## src/rtl/output_bp_pkg.sv

```systemverilog
// ----------------------------------------------------------------------------
// output_bp_pkg
// Shared types and helpers for the output-layer weight-update engine.
//   state_e  : FSM states of output_backprop_seq (IDLE, ERR, UPD, DONE)
//   sat_max  : largest value of a signed two's complement number of width w
//   sat_min  : smallest value of a signed two's complement number of width w
// ----------------------------------------------------------------------------
package output_bp_pkg;

    typedef enum logic [1:0] {
        IDLE = 2'd0,
        ERR  = 2'd1,
        UPD  = 2'd2,
        DONE = 2'd3
    } state_e;

    function automatic longint sat_max(input int w);
        return (longint'(1) <<< (w - 1)) - longint'(1);
    endfunction

    function automatic longint sat_min(input int w);
        return -(longint'(1) <<< (w - 1));
    endfunction

endpackage

```

## src/rtl/bp_sat_update.sv

```systemverilog
// ----------------------------------------------------------------------------
// bp_sat_update
// Combinational update of one output weight:
//   p     = e * h                 (signed, Y_WIDTH+H_WIDTH+2 bits)
//   step  = p >>> LR_SHIFT        (rounds toward -inf)
//   step  clamped to [-CLIP_MAX, CLIP_MAX] when GRAD_CLIP_EN is defined
//   w_new = sat(w_cur - step)     (saturated to the signed W_WIDTH range)
// Optional feature macro: GRAD_CLIP_EN (gradient step clamp).
// Ports:
//   e      in  Y_WIDTH+1  shared output error (signed)
//   h      in  H_WIDTH    hidden activation (unsigned)
//   w_cur  in  W_WIDTH    current weight (signed)
//   w_new  out W_WIDTH    updated, saturated weight (signed)
// ----------------------------------------------------------------------------
module bp_sat_update
    import output_bp_pkg::*;
#(
    parameter int W_WIDTH  = 8,
    parameter int H_WIDTH  = 10,
    parameter int Y_WIDTH  = 23,
    parameter int LR_SHIFT = 2,
    parameter int CLIP_MAX = 16
) (
    input  logic signed [Y_WIDTH:0]   e,
    input  logic        [H_WIDTH-1:0] h,
    input  logic signed [W_WIDTH-1:0] w_cur,
    output logic signed [W_WIDTH-1:0] w_new
);

    localparam int P_W = Y_WIDTH + H_WIDTH + 2;
    localparam int D_W = P_W + 1;   // one extra bit so w_cur - step cannot wrap

`ifdef GRAD_CLIP_EN
    localparam bit CLIP_ON = 1'b1;
`else
    localparam bit CLIP_ON = 1'b0;
`endif

    localparam logic signed [P_W-1:0] CLIP_HI = P_W'(CLIP_MAX);
    localparam logic signed [P_W-1:0] CLIP_LO = -P_W'(CLIP_MAX);
    localparam logic signed [D_W-1:0] W_HI    = D_W'(sat_max(W_WIDTH));
    localparam logic signed [D_W-1:0] W_LO    = D_W'(sat_min(W_WIDTH));

    logic signed [P_W-1:0] p;
    logic signed [P_W-1:0] step;
    logic signed [P_W-1:0] step_lim;
    logic signed [D_W-1:0] w_diff;

    always_comb begin
        // Activation is unsigned: prepend a zero before the signed multiply.
        p        = P_W'(e) * P_W'($signed({1'b0, h}));
        step     = p >>> LR_SHIFT;
        step_lim = step;
        if (CLIP_ON) begin
            if (step > CLIP_HI)      step_lim = CLIP_HI;
            else if (step < CLIP_LO) step_lim = CLIP_LO;
        end
        w_diff = D_W'(w_cur) - D_W'(step_lim);
        if (w_diff > W_HI)      w_new = W_HI[W_WIDTH-1:0];
        else if (w_diff < W_LO) w_new = W_LO[W_WIDTH-1:0];
        else                    w_new = w_diff[W_WIDTH-1:0];
    end

endmodule

```

## src/rtl/output_backprop_seq.sv

```systemverilog
// ----------------------------------------------------------------------------
// output_backprop_seq
// Output-layer weight-update engine. A start pulse captures target, network
// output, N_HIDDEN activations and N_HIDDEN weights; one shared error is
// computed, then one weight per cycle is updated through bp_sat_update.
// Optional feature macro: GRAD_CLIP_EN (clamps each step to +/-CLIP_MAX).
//
// Handshake: start_i is a request sampled only in IDLE (ignored elsewhere,
// never queued); busy_o is high in the ERR/UPD cycles; b_end_o is a one-cycle
// completion pulse in DONE, during which w_o already holds the full result.
// zero_weight_reset_i clears w_o and aborts any pass without a b_end_o.
//
// Ports:
//   clk_i, rst_i            clock, asynchronous active-high reset
//   start_i                 begin a backward pass
//   target_i, final_i       expected and actual network output (unsigned)
//   hidden_i, w_i           packed activations / weights, slice k = entry k
//   zero_weight_reset_i     synchronous clear of stored weights
//   busy_o, b_end_o, w_o    status, done pulse, registered weight vector
//   state_o                 current FSM state (debug)
// ----------------------------------------------------------------------------
module output_backprop_seq
    import output_bp_pkg::*;
#(
    parameter int N_HIDDEN = 4,
    parameter int W_WIDTH  = 8,
    parameter int H_WIDTH  = 10,
    parameter int Y_WIDTH  = 23,
    parameter int T_WIDTH  = 4,
    parameter int LR_SHIFT = 2,
    parameter int CLIP_MAX = 16
) (
    input  logic                         clk_i,
    input  logic                         rst_i,
    input  logic                         start_i,
    input  logic [T_WIDTH-1:0]           target_i,
    input  logic [Y_WIDTH-1:0]           final_i,
    input  logic [N_HIDDEN*H_WIDTH-1:0]  hidden_i,
    input  logic [N_HIDDEN*W_WIDTH-1:0]  w_i,
    input  logic                         zero_weight_reset_i,
    output logic                         busy_o,
    output logic [N_HIDDEN*W_WIDTH-1:0]  w_o,
    output logic                         b_end_o,
    output state_e                       state_o
);

    localparam int IDX_W = (N_HIDDEN > 1) ? $clog2(N_HIDDEN) : 1;
    localparam logic [IDX_W-1:0] IDX_LAST = IDX_W'(N_HIDDEN - 1);

    state_e                        state;
    state_e                        state_nx;
    logic [T_WIDTH-1:0]            t_q;
    logic [Y_WIDTH-1:0]            y_q;
    logic [N_HIDDEN*H_WIDTH-1:0]   h_q;
    logic signed [Y_WIDTH:0]       e_q;
    logic [IDX_W-1:0]              idx;
    logic [N_HIDDEN*W_WIDTH-1:0]   w_q;
    logic [H_WIDTH-1:0]            h_sel;
    logic signed [W_WIDTH-1:0]     w_sel;
    logic signed [W_WIDTH-1:0]     w_new;

    // One datapath, time-multiplexed by idx across the UPD cycles.
    assign h_sel = h_q[idx*H_WIDTH +: H_WIDTH];
    assign w_sel = w_q[idx*W_WIDTH +: W_WIDTH];

    bp_sat_update #(
        .W_WIDTH  (W_WIDTH),
        .H_WIDTH  (H_WIDTH),
        .Y_WIDTH  (Y_WIDTH),
        .LR_SHIFT (LR_SHIFT),
        .CLIP_MAX (CLIP_MAX)
    ) u_upd (
        .e     (e_q),
        .h     (h_sel),
        .w_cur (w_sel),
        .w_new (w_new)
    );

    always_comb begin
        state_nx = state;
        busy_o   = 1'b0;
        b_end_o  = 1'b0;
        case (state)
            IDLE: if (start_i) state_nx = ERR;
            ERR: begin
                busy_o   = 1'b1;
                state_nx = UPD;
            end
            UPD: begin
                busy_o = 1'b1;
                if (idx == IDX_LAST) state_nx = DONE;
            end
            DONE: begin
                b_end_o  = 1'b1;
                state_nx = IDLE;
            end
            default: state_nx = IDLE;
        endcase
        // The clear wins over everything, including a start in IDLE.
        if (zero_weight_reset_i) state_nx = IDLE;
    end

    always_ff @(posedge clk_i or posedge rst_i) begin
        if (rst_i) begin
            state <= IDLE;
            t_q   <= '0;
            y_q   <= '0;
            h_q   <= '0;
            e_q   <= '0;
            idx   <= '0;
            w_q   <= '0;
        end else begin
            state <= state_nx;
            if (zero_weight_reset_i) begin
                w_q <= '0;
                idx <= '0;
            end else begin
                case (state)
                    IDLE: if (start_i) begin
                        t_q <= target_i;
                        y_q <= final_i;
                        h_q <= hidden_i;
                        // Whole vector loaded so untouched slices hold w_i.
                        w_q <= w_i;
                    end
                    ERR: begin
                        e_q <= $signed({1'b0, y_q})
                             - $signed({{(Y_WIDTH - T_WIDTH + 1){1'b0}}, t_q});
                        idx <= '0;
                    end
                    UPD: begin
                        w_q[idx*W_WIDTH +: W_WIDTH] <= w_new;
                        idx <= idx + IDX_W'(1);
                    end
                    default: ;
                endcase
            end
        end
    end

    assign w_o     = w_q;
    assign state_o = state;

endmodule

```

## config.mk

```make
export PLATFORM = sky130hd
export DESIGN_NAME = output_backprop_seq
export DESIGN_NICKNAME = d
export VERILOG_FILES = /design/src/rtl/output_bp_pkg.sv /design/src/rtl/bp_sat_update.sv /design/src/rtl/output_backprop_seq.sv
export SDC_FILE = /design/constraint.sdc
export NUM_CORES = 1
export LEC_CHECK = 0
export CAP_MARGIN = 40
export CORE_ASPECT_RATIO = 0.6
export CORE_MARGIN = 3
export CORE_UTILIZATION = 28
export DETAILED_ROUTE_END_ITERATION = 6
export SETUP_SLACK_MARGIN = 0.5
export SYNTH_ARGS = -nofsm -noshare
export SYNTH_HDL_FRONTEND = slang
export SYNTH_SLANG_ARGS = --single-unit
```

## constraint.sdc

```tcl
create_clock -name clk_i -period 10.4 [get_ports clk_i]
set_input_delay 2.08 -clock clk_i [delete_from_list [all_inputs] [get_ports clk_i]]
set_output_delay 2.08 -clock clk_i [all_outputs]
set_load 0.1 [all_outputs]
```

# After elaboration in Yosys (flattened, before gate mapping)
# Cells that the tools add are included.
[word_totals]
word_cells = 48
regBits = 127
in_bits = 103
out_inout_bits = 36
[classes]
n_bitwise = 1
add_sub_neg = 4
n_mul = 2
shift = 4
n_eq_ne = 6
n_lt_le_gt_ge = 2
n_reduce_logical = 8
mux = 14
[op_table]
columns = ["op", "n"]
rows = [
  ["two-way mux 32 bit", 2],
  ["case mux 32 bit (2 select lines)", 1],
  ["indexed part select 40 x 7 -> 10 bit", 1],
  ["> comparator 36 x 8 -> 1 bit (second input constant)", 1],
  ["less-than comparator 36 x 8 -> 1 bit (second input constant)", 1],
  ["multiplier 24 x 11 -> 35 bit", 1],
  ["negator 5 -> 34 bit", 1],
  ["variable shift 8 x 34 -> 32 bit (first input constant)", 1],
  ["indexed part select 8 x 34 -> 32 bit", 1],
  ["subtractor 8 x 33 -> 34 bit", 1],
  ["bitwise mux 32 bit", 1],
  ["indexed part select 32 x 6 -> 8 bit", 1],
  ["subtractor 23 x 4 -> 24 bit", 1],
  ["two-way mux 8 bit", 2],
  ["two-way mux 2 bit", 4],
  ["case mux 2 bit (4 select lines)", 1],
  ["equality test 2 bit (second input constant)", 3],
  ["inequality test 3 bit (second input constant)", 2],
  ["AND reduction 2 bit", 3],
  ["nonzero test 3 bit", 2],
  ["multiplier 2 x 3 -> 5 bit (second input constant)", 1],
  ["case mux 2 bit (2 select lines)", 1],
  ["AND reduction 3 bit", 1],
  ["adder 2 x 1 -> 2 bit (second input constant)", 1],
  ["5 further kinds", 6],
]

# Logic depth before layout (Yosys ltp)
# Gate-level depths: netlist (run 1).
[logic_depth]
ltp_word = 11
depth_mapped = 39
ltp_nobuf = 35

# Cells and area by module
# Synthesis (run 1) repeated with hierarchy kept, for this count alone.
[hier_totals]
hier_cells = 1857
area_unflattened_um2 = 17070.1
[by_module_without_submodules]
columns = ["module", "cells_per_inst", "n_inst", "area_each_um2", "seq_area_each_um2"]
rows = [
  ["bp_sat_update", 1293, 1, 10672.7, 0.0],
  ["output_backprop_seq", 564, 1, 6397.4, 3178.0],
]

# Worst setup path after synthesis (run 1)
# Ideal clock, no wire load.
[synth_timing]
path_type = "reg2reg"
start = "register idx[0]"
end = "register w_q[8] (netlist: w_o[8])"
arrival_time_ns = 9.834
required_time_ns = 10.262
stages_incl_launch_ff = 35
synth_period_minus_slack_ns = 9.972
setup_time_ns = 0.138
slack_ns = 0.428
n_path_buf = 4
cell_sequence = "dfrtp_1 clkbuf_1 clkbuf_1 mux4_2 clkbuf_1 nand2_1 fa_1 fa_1 inv_1 fa_1 fa_1 inv_1 fa_1 inv_1 ha_1 a21o_1 a21o_1 or3_1 o21bai_1 a21o_1 a31oi_1 a221o_1 a21o_1 a21oi_1 xor2_1 ha_1 clkbuf_1 a21o_1 o41a_1 nor3b_1 o2111ai_1 or4_1 or4b_4 o21ai_4 a22oi_1"
[synth_between]
elab_chain_cells = 11
elab_cells_between_ends = 15
classes_between = "2 x add/sub; 2 x mul; 2 x order compare; 4 x shift; 5 x mux"
[synth_rtl]
columns = ["item", "line_no", "rtl"]
rows = [
  ["start: declaration", "output_backprop_seq.sv:56", "logic [IDX_W-1:0] idx;"],
  ["start signal: assignment", "output_backprop_seq.sv:133", "idx <= idx + IDX_W'(1);"],
  ["multiplier 2 x 3 -> 5 bit", "output_backprop_seq.sv:63", "assign h_sel = h_q[idx*H_WIDTH +: H_WIDTH];"],
  ["indexed part select 40 x 7 -> 10 bit", "output_backprop_seq.sv:63", ""],
  ["multiplier 24 x 11 -> 35 bit", "bp_sat_update.sv:51", "p = P_W'(e) * P_W'($signed({1'b0, h}));"],
  ["subtractor 8 x 33 -> 34 bit", "bp_sat_update.sv:58", "w_diff = D_W'(w_cur) - D_W'(step_lim);"],
  ["less-than comparator 36 x 8 -> 1 bit", "bp_sat_update.sv:60", "else if (w_diff < W_LO) w_new = W_LO[W_WIDTH-1:0];"],
  ["two-way mux 8 bit", "bp_sat_update.sv:60", ""],
  ["two-way mux 8 bit", "bp_sat_update.sv:59", "if (w_diff > W_HI) w_new = W_HI[W_WIDTH-1:0];"],
  ["indexed part select 8 x 34 -> 32 bit", "output_backprop_seq.sv:132", "w_q[idx*W_WIDTH +: W_WIDTH] <= w_new;"],
  ["bitwise mux 32 bit (*)", "output_backprop_seq.sv:132", ""],
  ["case mux 32 bit (2 select lines) (*)", "output_backprop_seq.sv:118", "case (state)"],
  ["two-way mux 32 bit (*)", "output_backprop_seq.sv:114", "if (zero_weight_reset_i) begin"],
  ["end signal: assignment", "output_backprop_seq.sv:124", "w_q <= w_i;"],
  ["end signal: indexed assignment", "output_backprop_seq.sv:132", ""],
  ["end: declaration", "output_backprop_seq.sv:57", "logic [N_HIDDEN*W_WIDTH-1:0] w_q;"],
]
# Mark *: on every way between the ends. The rest lies on a longest branch, timed or not.
# A chain may end at the register's enable or synchronous reset.

# Final worst setup path (run 1)
[layout_timing]
start = "register idx[0]"
end = "register w_q[24] (netlist: w_o[24])"
# Same word-level chain as after synthesis.

==> flow_summary.json, run 1 <==
{
  "synth-edff-count": 0,
  "yosysTopAreaCell": "fa_1",
  "synth_top_area_frac": 0.250,
  "post_dp_cell_area_um2": 19800,
  "yosysWarningCount": 0,
  "synthCells": 1832,
  "port_buffers": 138,
  "nets": 2445,
  "syn_area_per_cell_um2": 9.24,
  "diodes": 0,
  "cp_max_fo": 16,
  "critPathArrivalTime_ns": 10.01,
  "required_ns": 10.71,
  "dr_total_vias": 13800,
  "die_x_um": 323,
  "synth_nets": 2267,
  "grt_antenna_before_repair": 0,
  "synth-seq-cells": 127,
  "rsz0062_at_grt": "false",
  "routed_wl_mm": 45.5,
  "gp_congestion": 0.873,
  "maxSlewHeadroom": 0.402,
  "start_util": 0.285,
  "min-delay-start": "h_q[25]",
  "cts.clk_slew.worst_paths_ns": 0.06,
  "fin_crit_ns": 9.70,
  "setup_viol": 0,
  "yosysSeqAreaShare": 0.188,
  "cts-root-buf": "clkbuf_16",
  "area_growth_pct": 24.1,
  "async_reset_ff_frac": 1.00,
  "slew_violations": 0,
  "cp-startpoint": "idx[0]",
  "reg2reg_from": "idx[0]",
  "coreArea_um2": 59500,
  "numCtsBuffers": 17,
  "viasPerCell": 4.91,
  "ys_types": 72,
  "cts_tree": "yes",
  "ys.flop_type": "dfrtp_1",
  "grt_pass1_vias": 14200,
  "outcome": "completed",
  "dieArea_um2": 63500,
  "clockBufferDepth": 2,
  "slowest_delay_ns": 0.66,
  "design_area_um2": 21000,
  "cts_sinks": 127,
  "synth_area_um2": 16900,
  "antenna_left": 0,
  "wl_per_cell_um": 16.2,
  "hp-class": "reg2reg",
  "rows": 69,
  "grt_overflow": 0,
  "hpwlAfterDp_mm": 37.0,
  "drive_gt1_frac": 0.137,
  "tns_ns": 0,
  "cp_common_cell": "fa_1",
  "drv_cap": 0,
  "tightest_slew_ns": 0.891,
  "grtUsageTotal": 0.143,
  "dr.first_iter.drc_count": 831,
  "fmax_ghz": 0.103,
  "setup.worst_path.start_class": "register",
  "skew_ns": 0.0165,
  "grt_max_degree": 69,
  "worstSetupPathType": "reg2reg",
  "insertion_delay_ns": 0.44,
  "die_y_um": 196,
  "synth_area_leaders": "fa_1 25%, dfrtp_1 19%, ha_1 8.9%",
  "grt_pass1_wl_mm": 74.2,
  "slowest_stage": "or4b_4",
  "htreeDepth": 4,
  "drt-pass1-iter-count": 5,
  "finalCritPeriodShare": 0.932,
  "end_kind": "register",
  "drc": 0,
  "hold_violations": 0,
  "ios": 139
}
[cells by family after synthesis]
family                     after synthesis  share of synthesized area
and+or+nand+nor                        560                      0.166
AOI/OAI and AO/OA                      307                      0.123
muxes                                   85                     0.0685
DFF                                    127                      0.188
xor gates and xnor gates                72                     0.0373
buffers and inverters                  349                     0.0784
adders and majority gates              332                      0.339
[sequential cells by signal (all words and copies together) (netlist names)]
| register | count |
|---|---|
| e_q | 24 |
| w_o | 32 |
| state_o | 2 |
| h_q | 40 |
| t_q | 4 |
| idx | 2 |
| y_q | 23 |
[stage by stage]
step / instances / hold WS [ns] / utilization / setup slack (ns)
after floorplan: 1832 / 0.474 / - / 0.637
after global placement: 2696 / 0.483 / 0.322 / 0.375
after detailed placement: 2739 / 0.490 / 0.333 / 0.173
after CTS: 2783 / 0.503 / 0.345 / 0.517
after global routing: 2803 / 0.510 / 0.353 / 0.425
final: 2803 / 0.502 / 0.353 / 0.703
[routing by layer]
metal / share of wire / wire, µm / global-route usage
met2: 0.43 / 19400 / 0.210
met3: 0.063 / 2870 / 0.0278
met5: 0 / 0 / 0
met4: 0.011 / 502 / 0.0292
met1: 0.50 / 22700 / 0.218
[area by class of cell]
class                   instances  area [µm²]
clock inverters                13         116
repair buffers                234        2520
inverters                     273        1030
well taps                     781         977
multi-input cells            1357       12800
clock buffers                  18         429
fillers                      5935       38500
flip-flops and latches        127        3180
[cells in the final DEF (no fill, tap or decap), types with 36 or more instances in the layout]
cell type,Yosys,final
o21ai_0,52,46
xnor2_1,47,47
ha_1,121,109
mux2_2,67,67
nand2_1,201,199
a21o_1,38,37
and2_1,124,124
buf_4,0,44
fa_1,211,210
nor3_1,37,36
inv_1,273,272
dfrtp_1,127,125
a21oi_1,79,68
nor2_1,77,76
clkdlybuf4s50_1,0,138
[what timing repair did]
item	CTS	global route
gates resized for setup	3	67
endpoints found under the setup margin	28	28
gates cloned	0	3
pin swaps	0	32
hold endpoints to repair	0	0
setup buffers	13	17
hold buffers	0	0
[cells in the mapped netlist, types with 3 or more instances]
| master | instances |
|---|---|
| a21o_1 | 38 |
| or4_1 | 5 |
| a41o_1 | 3 |
| nand3_1 | 19 |
| mux2_2 | 67 |
| and2_1 | 124 |
| or3_1 | 7 |
| a21oi_1 | 79 |
| xor2_1 | 25 |
| nand2b_1 | 20 |
| nand4_1 | 13 |
| a22oi_1 | 17 |
| buf_1 | 4 |
| o21ai_1 | 3 |
| a22o_1 | 22 |
| o31ai_1 | 7 |
| nor3b_1 | 4 |
| o21bai_1 | 7 |
| xnor2_1 | 47 |
| nor2_1 | 77 |
| o211ai_1 | 9 |
| nor4_2 | 4 |
| o21ai_4 | 3 |
| a211oi_1 | 10 |
| a31oi_1 | 6 |
| dfrtp_1 | 127 |
| a2111oi_0 | 3 |
| clkbuf_1 | 69 |
| nand3b_1 | 4 |
| or2_2 | 4 |
| fa_1 | 211 |
| nor2b_1 | 12 |
| ha_1 | 121 |
| o211a_1 | 3 |
| nand2_1 | 201 |
| mux4_2 | 18 |
| a221oi_1 | 3 |
| inv_1 | 273 |
| nor3_1 | 37 |
| o21ai_0 | 52 |
| nor4_1 | 11 |
| o21a_1 | 16 |
| and3_1 | 11 |
[path summary, 6_finish.rpt]
check,endpoint,slack (ns),cells after the start
max,w_o[24],0.70,33
min,h_q[25],0.50,1
max reg2reg,w_o[24],0.70,33
min reg2reg,h_q[25],0.50,1
max in group asynchronous,e_q[12],7.25,4
min in group asynchronous,w_o[18],2.08,2
[critical path, delay by kind of cell, from the launching register on]
| kind | cells | cell delay [ns] |
|---|---|---|
| compound gates | 13 | 2.77 |
| xor+xnor | 1 | 0.22 |
| flops | 1 | 0.43 |
| fa+ha+maj | 7 | 3.08 |
| simple gates | 5 | 1.92 |
| buf+inv | 6 | 0.68 |
| mux | 1 | 0.45 |
Power of run 1 is left out: the tool's default activity adds up to more than one toggle a clock period on the data nets, which glitch-free logic cannot reach.
==> run 2: changes to the inputs <==
- CORE_UTILIZATION: 28 -> 43
==> run 2 against run 1 <==
Register-to-register slack improved by 0.04 ns. Critical endpoint is now w_o[17]. Hold slack improved by 0.0062 ns. Critical path depth increased by 1. Global-route usage increased by 9.1 points. Final cell count decreased by 9.5%. First-iteration DRC count increased by 45%. Largest cell class unchanged. Critical path type unchanged. Non-clock buffer count decreased by 5. Clock skew decreased by 0.0012 ns. Worst setup slack improved by 0.044 ns. Count of clock-buffer cells in the layout decreased by 1. Flip-flop and latch count unchanged. Final area decreased by 0.46%.
==> flow_summary.json, run 2 (synthesis results as in run 1) <==
{
  "htreeDepth": 4,
  "ios": 139,
  "tightest_slew_ns": 1.02,
  "slowest_stage": "mux4_2",
  "insertion_delay_ns": 0.44,
  "required_ns": 10.70,
  "multi_input_area_um2": 12900,
  "viasPerCell": 5.55,
  "r2r_slack_ns": 0.75,
  "cts_tree": "yes",
  "clockBufferDepth": 2,
  "dieArea_um2": 41900,
  "critPathArrivalTime_ns": 9.95,
  "hold_violations": 0,
  "hpwlAfterDp_mm": 36.5,
  "dr_wl_met3_mm": 5.97,
  "reg2reg_from": "idx[0]",
  "start_util": 0.442,
  "drt-pass1-iter-count": 5,
  "worstSetupPathType": "reg2reg",
  "whs_ns": 0.508,
  "largest_reg_flops": 40,
  "min_to": "h_q[12]",
  "cp_max_fo": 10,
  "dpl_worst_slack_ns": 0.103,
  "dr_total_vias": 14100,
  "skew_ns": 0.0153,
  "cts_sinks": 127,
  "rows": 55,
  "rsz0062_at_grt": "false",
  "drc": 0,
  "dr.first_iter.drc_count": 1209,
  "setup_slack_ns": 0.747,
  "wl_per_cell_um": 20.1,
  "drt-met1-wl_mm": 24.1,
  "tns_ns": 0,
  "cts.clk_slew.worst_paths_ns": 0.06,
  "numCtsBuffers": 17,
  "top_layer": "met5",
  "grt_antenna_before_repair": 5,
  "grt_pass1_wl_mm": 77.6,
  "slowest_delay_ns": 0.63,
  "r2r_end": "w_o[17]",
  "antenna_left": 0,
  "grtUsageTotal": 0.234,
  "setup_viol": 0,
  "outcome": "completed",
  "final_common_cell": "inv_1",
  "utilization": 0.547,
  "area_growth_pct": 23.5,
  "grt_pass1_vias": 14000,
  "whs_path_depth": 1,
  "fmax_ghz": 0.104,
  "final_cell_mix": "272 x inv_1, 208 x fa_1, 199 x nand2_1",
  "top_register": "h_q",
  "cts-root-buf": "clkbuf_16",
  "coreArea_um2": 38300,
  "setup.worst_path.start_class": "register",
  "grt_overflow": 0,
  "cts_hold_buffers": 0,
  "end_kind": "register",
  "routed_wl_mm": 50.9,
  "die_x_um": 262,
  "register_area_um2": 3190,
  "r2r_cells": 34,
  "num-fill-cells": 3432,
  "hp-class": "reg2reg",
  "finalCritPeriodShare": 0.928,
  "cp_common_cell": "fa_1",
  "port_buffers": 138,
  "grt_max_degree": 67,
  "slew_violations": 0,
  "maxSlewHeadroom": 0.319,
  "met2WireLength_mm": 20.3,
  "min-delay-start": "h_q[12]",
  "drive_gt1_frac": 0.140,
  "die_y_um": 160,
  "fin_crit_ns": 9.65,
  "nets": 2444,
  "gp_congestion": 0.872,
  "drv_cap": 0
}
-- run 2: cell types whose count changed in the layout (fill, tap and decap cells not counted), sizes merged --
cell / change
clkbuf: +1
clkinvlp: -2
inv: +6
clkinv: -4
bufinv: +2
buf: -7
mux4: +4
diode: +2
-- run 2: worst max-delay path by stage --
stage	cells after the start	endpoint	start
6_report	34	w_o[17]	idx[0]
5_1_grt	35	w_o[17]	idx[0]
4_1_cts	34	w_o[8]	idx[0]
2_1_floorplan	34	w_o[8]	idx[0]
3_3_place_gp	31	w_o[16]	idx[0]
3_5_place_dp	33	w_o[12]	idx[0]
-- run 2: what timing repair did --
item	in CTS	in global routing
resized for setup	8	81
pin swaps	1	35
setup buffers	9	26
gates cloned	3	3
setup endpoints to repair	28	28
-- run 2: final cells by class --
| cell class | instances | share of cell area |
|---|---|---|
| Clock buffer | 17 | 0.0203 |
| Clock inverter | 15 | 0.00939 |
| Sequential cell | 127 | 0.152 |
| Inverter | 273 | 0.0491 |
| Multi-Input combinational cell | 1361 | 0.617 |
| Timing Repair Buffer | 229 | 0.121 |
| Tap cell | 513 | 0.0307 |
| Antenna cell | 2 | 0.000239 |
-- run 2: critical path, delay by kind of cell, from the launching register on --
family,cells,cell delay [ns]
fa+ha+maj,7,3.18
simple gates,7,1.80
compound gates,12,2.47
xor+xnor,1,0.19
mux,1,0.63
buf+inv,6,0.70
flops,1,0.51
-- run 2: per-layer routing --
layer  global-route usage  vias up
met3               0.0799       30
li1                     -     6418
met5                    0        -
met1                0.365     7070
met4               0.0318        2
met2                0.318      571
-- run 2: metrics by stage --
step / instances / cell area (µm²)
floorplan: 1832 / 16900
global placement: 2421 / 18800
detailed placement: 2461 / 19400
CTS: 2505 / 20200
global route: 2535 / 20900
finish: 2537 / 20900
Power of run 2 is left out for the same reason.
==> run 3: changes to the inputs <==
- GPL_ROUTABILITY_DRIVEN: unset -> 0
==> results of run 3 <==
Same layout as run 2: the final DEF is identical, and so are final timing and power.
Power of run 3 is left out for the same reason.
